**config.mk**
```make
export PLATFORM = sky130hd
export DESIGN_NAME = cpu_control_unit
export DESIGN_NICKNAME = d
export VERILOG_FILES = /design/src/rtl/cpu_control_unit_pkg.sv /design/src/rtl/cpu_control_unit_dec3to8.sv /design/src/rtl/cpu_control_unit.sv
export SDC_FILE = /design/constraint.sdc
export NUM_CORES = 1
export LEC_CHECK = 0
export ABC_AREA = 1
export CAP_MARGIN = 0
export CELL_PAD_IN_SITES_DETAIL_PLACEMENT = 1
export CELL_PAD_IN_SITES_GLOBAL_PLACEMENT = 2
export CORE_MARGIN = 2
export CORE_UTILIZATION = 19
export DETAILED_ROUTE_END_ITERATION = 10
export PLACE_DENSITY = 0.76
export SLEW_MARGIN = 20
export SYNTH_ARGS = -nofsm -noshare
export SYNTH_HDL_FRONTEND = slang
export SYNTH_SLANG_ARGS = --single-unit
```
**constraint.sdc**
```tcl
create_clock -name clk -period 1.62 [get_ports clk]
set_input_delay 0.162 -clock clk [delete_from_list [all_inputs] [get_ports clk]]
set_output_delay 0.162 -clock clk [all_outputs]
set_load 0.02 [all_outputs]
```
**src/rtl/cpu_control_unit_pkg.sv**
```systemverilog
// Shared definitions for the control unit: FSM step encoding and opcode constants.
package cpu_pkg;

   typedef enum logic [1:0] {
      T0 = 2'd0,
      T1 = 2'd1,
      T2 = 2'd2,
      T3 = 2'd3
   } state_t;

   localparam logic [2:0] OP_MV  = 3'b000;
   localparam logic [2:0] OP_MVI = 3'b001;
   localparam logic [2:0] OP_ADD = 3'b010;
   localparam logic [2:0] OP_SUB = 3'b011;

   // add and sub are the only opcodes that go through the ALU in T2/T3
   function automatic logic is_alu(input logic [2:0] op);
      return (op == OP_ADD) || (op == OP_SUB);
   endfunction

endpackage

```
**src/rtl/cpu_control_unit_dec3to8.sv**
```systemverilog
// Enabled 3-to-8 one-hot decoder driving the register load strobes.
module dec3to8 (
   input  logic       en_i,
   input  logic [2:0] idx_i,
   output logic [7:0] onehot_o
);
   for (genvar i = 0; i < 8; i++) begin : g_bit
      assign onehot_o[i] = en_i && (idx_i == 3'(i));
   end
endmodule

```
**src/rtl/cpu_control_unit.sv**
```systemverilog
// Multi-cycle sequencer for the mv/mvi/add/sub processor; outputs are pure
// decodes of the current step, the latched instruction and run.
module cpu_control_unit
   import cpu_pkg::*;
(
   input  logic        clk,
   input  logic        resetn,
   input  logic        run,
   input  logic [15:0] din,
   output logic [7:0]  rin,
   output logic [2:0]  rout,
   output logic        din_en,
   output logic        gout,
   output logic        ain,
   output logic        gin,
   output logic        addsub,
   output logic        irin,
   output logic        done
);

   state_t     state_q, state_d;
   logic [8:0] ir_q, ir_d;
   logic       rin_en;

   logic [2:0] opc, rx, ry;
   assign opc = ir_q[8:6];
   assign rx  = ir_q[5:3];
   assign ry  = ir_q[2:0];

   logic unused_din;
   assign unused_din = ^din[15:9];

   always_ff @(posedge clk or negedge resetn) begin
      if (!resetn) begin
         state_q <= T0;
         ir_q    <= 9'd0;
      end else begin
         state_q <= state_d;
         ir_q    <= ir_d;
      end
   end

   always_comb begin
      state_d = state_q;
      ir_d    = ir_q;
      case (state_q)
         T0: if (run) begin
            state_d = T1;
            ir_d    = din[8:0];
         end
         T1: state_d = is_alu(opc) ? T2 : T0;
         T2: state_d = T3;
         T3: state_d = T0;
      endcase
   end

   always_comb begin
      rin_en = 1'b0;
      rout   = 3'd0;
      din_en = 1'b0;
      gout   = 1'b0;
      ain    = 1'b0;
      gin    = 1'b0;
      addsub = 1'b0;
      irin   = 1'b0;
      done   = 1'b0;
      case (state_q)
         // reset forces T0 asynchronously, so gating irin keeps every output low in reset
         T0: irin = run & resetn;
         T1: begin
            case (opc)
               OP_MV: begin
                  rout   = ry;
                  rin_en = 1'b1;
                  done   = 1'b1;
               end
               OP_MVI: begin
                  din_en = 1'b1;
                  rin_en = 1'b1;
                  done   = 1'b1;
               end
               OP_ADD, OP_SUB: begin
                  rout = rx;
                  ain  = 1'b1;
               end
               default: done = 1'b1;
            endcase
         end
         T2: begin
            rout   = ry;
            gin    = 1'b1;
            addsub = (opc == OP_SUB);
         end
         T3: begin
            gout   = 1'b1;
            rin_en = 1'b1;
            done   = 1'b1;
         end
      endcase
   end

   dec3to8 u_rin_dec (
      .en_i     (rin_en),
      .idx_i    (rx),
      .onehot_o (rin)
   );

endmodule

```
==> results.md, run 1 <==
- Vias: 772
- Clk sinks: 11
- Num ports: 37
- Worst-Margin Slew: between 0.2 and 0.25 ns
- Syn_nets: ~120
- CP arrival: 1.41 ns
- Final instance area: 1220 sq um
- Setup Viol. Count Final: 0
- Crit share post-route: a little over nine tenths
- Synth unique cells: 12
- Final #Nets: roughly 160
- Req. time, crit path: between 1 and 1.5 ns
- First-pass GRT wire length: 3570 um
- Post-synthesis register bit count: 11
- Hold-fix buffers, CTS: 0
- Total die area: between 4000 and 5000 sq um
- Postcts setup bufs: 0
- Area Overhead vs Synth: 76.1%
- Cell Area, Synth: about 690 sq um
- Area after DPL: 1110 sq um
- ANT nets after route: 0
- Status: finished clean
- Slew margin rel.: 86.2%
- GR Overflow Total: 0
- Pre-CTS WS: -0.247 ns
- TritonRoute pass-1 iters: 4
- Clock skew: roughly 0.0017 ns
- Sequential share of the synthesized area: 39.9%
- CP Capture Type: primary output
- Starting DRT DRC Count: 6
- Pin count of the biggest net entering global routing: 15
- Core box area: about 3400 sq um
- Hold slack final: 0.222 ns
- Via density: approximately 4.2
- CTS root buffer: clkbuf_4
- Post-Syn Area per Cell: approximately 7.3 sq um
- Overall die width: ~64 um
- Yosys warning total: 0
- Num CTS Buffers: 3
- Clock Tree Buf Depth: 2
- Power per cell area: ~1800 nW/um^2
- Maxcap violations: 0
- FP Rows: 21
- Post-layout worst setup margin: between 0.04 and 0.05 ns
- Final WL: ~2200 um
- RSZ-0062 raised after global routing: true
- Leakage: 0.588 nW
- CP startpoint kind: flip-flop
- GPL Wtd Cong: between 0.7 and 0.8
- Gr usage total: between 10 and 15%
- N_diodes: 0
- Initial antenna violation count: 0
- Worst Hold Class: in2async
- Peak supply drop: 648 uV
- Wire per inst: around 12 um
- IO Port Bufs: 29
- Commonest non-fill, non-tap cell in the layout: buf_4
- Clock transition at path regs: around 0.070 ns
- Core Util, Final: a little over a third
- Most frequent cells in the layout: buf_4 (19), nand2_1 (18), nor2_2 (15)
- Clk_lat worst skew: ~0.26 ns
- Kind of critical path: reg2out
- Syn Inst Count: between 90 and 100
- Initial Utilization: between 20% and 30%
- CTS tree: built
- Total Neg Setup Slack: 0 ns
- Die Ht: 64.3 um
- CP max FO: 5
- DP HPWL: around 1800 um
- Minimum clock period: 1.57 ns
- Fin. max-slew vios: 0
- DRC viols: 0
- Maximum clock rate: around 640 MHz
- Final hold vios: 0
- H-tree levels: 1
- Ratio of cells with drive above 1 in the final layout: a little under half
- Vias in the first global route: between 700 and 800
timing repair:
item / CTS / global route
endpoints found under the setup margin: 18 / 18
gates cloned: 0 / 0
gates resized for setup: 78 / 39
pin swaps: 0 / 7
registers in the layout, summed over array words and instances, names as in the netlist, named ones only:
signal   count
state_q      1
ir_q         9
worst max-delay path, stage by stage, from the launching register on:
cell	delay, ns
dfrtp_2	0.46
inv_4	0.10
ha_4	0.16
buf_4	0.11
dlygate4sd2_1	0.32
final timing paths:
check                                 from         end  slack, ns  cells past startpoint
worst min register to register     ir_q[0]     ir_q[0]       0.58                      1
worst max register to register   flip-flop     ir_q[1]       0.17                      6
worst min-delay path                resetn     ir_q[0]       0.22                      2
min in group clk                    din[4]     ir_q[4]       0.49                      3
max in group asynchronous           resetn  state_q[0]       1.24                      2
worst max-delay path            state_q[0]         gin       0.05                      4
cell families (layout without fill, tap and decap cells):
group / count (synthesis) / after routing / synth area share [%]
compound gates: 7 / 7 / 5.07
mux: 4 / 4 / 6.52
buf+inv: 13 / 56 / 7.61
simple gates: 56 / 56 / 33.7
flops: 11 / 11 / 39.9
fa+ha+maj: 4 / 4 / 7.25
where the power goes:
part / internal [mW] / switching [mW] / leakage, nW
combinational: 0.614 / 0.792 / 0.447
clock: 0.0950 / 0.0844 / 0.0150
sequential: 0.416 / 0.142 / 0.126
stage by stage:
stage	power, mW	instances
5_1_grt	2.35	184
3_3_place_gp	1.73	180
6_report	2.14	184
2_1_floorplan	1.20	95
4_1_cts	1.94	184
3_5_place_dp	1.76	180
per-layer routing:
layer,vias to the layer above,wire (um),GRT usage [%]
met5,-,0,0
met4,0,30,4.79
li1,381,-,-
met3,2,42,1.76
met1,378,916,13.4
met2,11,1170,19.7
layout make-up:
class                      instances  area (sq um)
timing repair buffer              40           343
multi-input combinational         71           465
sequential                        11           277
inverter                          12          47.5
fill                             421          2200
tap                               46          57.6
clock buffer                       4          26.3
synthesized netlist by cell type:
cell type | instances | area [sq um]
buf_4 | 1 | 7.51
nand2_1 | 18 | 67.6
inv_1 | 12 | 45.0
ha_1 | 4 | 50.1
nor2_2 | 1 | 6.26
nand4_1 | 3 | 18.8
nand2_2 | 5 | 31.3
dfrtp_1 | 11 | 275
o21ai_0 | 1 | 5.00
a21oi_1 | 6 | 30.0
nor2_1 | 29 | 109
mux2_2 | 4 | 45.0
Note: power is estimated with default switching activity, not from simulation.
==> run 2: changes to the inputs <==
- PLACE_DENSITY: 0.76 -> 0.75
==> results.md, run 2 (same netlist as run 1, synthesis figures left out) <==
- Req. time, crit path: 1.46 ns (about the same)
- Final #Nets: 161 (was 162)
- Setup Viol. Count Final: 0 (unchanged)
- Clk_lat worst skew: 0.26 ns (about the same)
- Final WL: 2090 um (was 2160 um)
- Post-layout worst setup margin: 0.0477 ns (was 0.0475 ns)
- Vias: 751 (was 772)
- Most frequent cells in the layout: buf_4 (21), nand2_1 (18), nor2_2 (15), nor2_1 (15), clkdlybuf4s50_1 (11) (was buf_4 (19), nand2_1 (18), nor2_2 (15))
- Crit share post-route: 97.1% (about the same)
- Clock Tree Buf Depth: 2 (unchanged)
- Num ports: 37 (unchanged)
- CTS tree: built (unchanged)
- Clk sinks: 11 (unchanged)
- Pin count of the biggest net entering global routing: 15 (unchanged)
- Maxcap violations: 0 (unchanged)
- Register name with the most flops: ir_q (unchanged)
- Clock skew: 0.00276 ns (was 0.00169 ns)
- ANT nets after route: 0 (unchanged)
- Pre-CTS WS: -0.235 ns (was -0.247 ns)
- Initial Utilization: 20.2% (unchanged)
- Total Neg Setup Slack: 0 ns (unchanged)
- Slew margin rel.: 86.2% (about the same)
- Wire per inst: 11.4 um (was 11.7 um)
- Kind of critical path: reg2out (unchanged)
- GPL Wtd Cong: 0.734 (was 0.744)
- Core box area: 3420 sq um (unchanged)
- Power per cell area: 1750 nW/um^2 (was 1760 nW/um^2)
- CP max FO: 5 (unchanged)
- Overall die width: 64.3 um (unchanged)
- Clock transition at path regs: 0.07 ns (about the same)
- Commonest non-fill, non-tap cell in the layout: buf_4 (unchanged)
- First-pass GRT wire length: 3590 um (was 3570 um)
- Minimum clock period: 1.57 ns (about the same)
- Initial antenna violation count: 0 (unchanged)
- H-tree levels: 1 (unchanged)
- FP Rows: 21 (unchanged)
- Worst-Margin Slew: 0.208 ns (about the same)
- Die Ht: 64.3 um (unchanged)
- R2R setup slack: 0.16 ns (was 0.17 ns)
- Peak supply drop: 658 uV (was 648 uV)
- Final hold vios: 0 (unchanged)
- Final instance area: 1180 sq um (was 1220 sq um)
- CP Capture Type: primary output (unchanged)
- Status: finished clean (unchanged)
- Hold slack final: 0.226 ns (was 0.222 ns)
- DRC viols: 0 (unchanged)
- Vias in the first global route: 772 (was 786)
- TritonRoute pass-1 iters: 3 (was 4)
- Num CTS Buffers: 3 (unchanged)
- Starting DRT DRC Count: 15 (was 6)
- Max reg flops: 9 (unchanged)
- Area after DPL: 1110 sq um (about the same)
- CP arrival: 1.41 ns (about the same)
- Via density: 4.10 (was 4.20)
- Worst Hold Class: in2async (unchanged)
- IO Port Bufs: 29 (unchanged)
- Ratio of cells with drive above 1 in the final layout: 44.5% (was 46.4%)
- N_diodes: 0 (unchanged)
- Total die area: 4130 sq um (unchanged)
- DP HPWL: 1800 um (about the same)
- Hold-fix buffers, CTS: 0 (unchanged)
- Fin. max-slew vios: 0 (unchanged)
- CTS root buffer: clkbuf_4 (unchanged)
- Biggest regs: ir_q: 9 flops, state_q: 1 flops (unchanged)
- Postcts setup bufs: 0 (unchanged)
- Leakage: 0.581 nW (was 0.588 nW)
- RSZ-0062 raised after global routing: true (unchanged)
- Maximum clock rate: 636 MHz (about the same)
- Area Overhead vs Synth: 71.4% (was 76.1%)
- GR Overflow Total: 0 (unchanged)
- CP startpoint kind: flip-flop (unchanged)
- Gr usage total: 11.1% (was 11.2%)
-- run 2: cell types whose count changed in the layout (fill, tap and decap cells not counted) --
cell / change
ha_4: -1
ha_2: +1
dlygate4sd2_1: +1
clkdlybuf4s15_2: +1
clkbuf_2: -1
nor2_1: +1
nor2_4: -1
buf_4: +2
buf_6: -4
-- run 2: final timing paths --
kind / cells after the start / to
setup / recovery: 4 / gin
hold / removal: 2 / ir_q[8]
setup reg to reg: 6 / ir_q[0]
hold reg to reg: 1 / ir_q[0]
max in group asynchronous: 2 / state_q[0]
min in group clk: 3 / ir_q[4]
-- run 2: layout make-up --
| type | instances | area (sq um) |
|---|---|---|
| inverter | 12 | 47.5 |
| sequential | 11 | 277 |
| fill | 446 | 2230 |
| tap | 46 | 57.6 |
| clock buffer | 4 | 26.3 |
| timing repair buffer | 39 | 328 |
| multi-input combinational | 71 | 448 |
-- run 2: through the flow --
| step | util, % | instances | power [mW] |
|---|---|---|---|
| 2_1_floorplan | - | 95 | 1.20 |
| 5_1_grt | 34.7 | 183 | 2.27 |
| 6_report | 34.7 | 183 | 2.07 |
| 3_3_place_gp | 32.4 | 179 | 1.73 |
| 4_1_cts | 32.2 | 183 | 1.93 |
| 3_5_place_dp | 32.4 | 179 | 1.77 |
-- run 2: what timing repair did --
action	4_1_cts	5_1_grt
endpoints found under the setup margin	18	17
pin swaps	0	3
resized for setup	73	33
-- run 2: critical path, cell delays in order (launching register included) --
cell and delay [ns]:
dfrtp_1 0.39, buf_4 0.15, ha_4 0.17, buf_4 0.13, dlygate4sd2_1 0.31
-- run 2: layer usage --
metal  global-route usage, %  vias to the layer above  routed length, um
met5                       0                        -                  0
met1                    13.9                      363                881
met3                   0.176                        2                 48
met2                    19.8                       11               1130
li1                        -                      375                  -
met4                    4.79                        0                 30
-- run 2: power by group --
| group | internal, mW | leakage [nW] | switching [mW] | total [mW] |
|---|---|---|---|---|
| combinational | 0.578 | 0.440 | 0.763 | 1.34 |
| sequential | 0.416 | 0.126 | 0.140 | 0.556 |
| clock | 0.0949 | 0.0150 | 0.0817 | 0.177 |
| total | 1.09 | 0.581 | 0.985 | 2.07 |
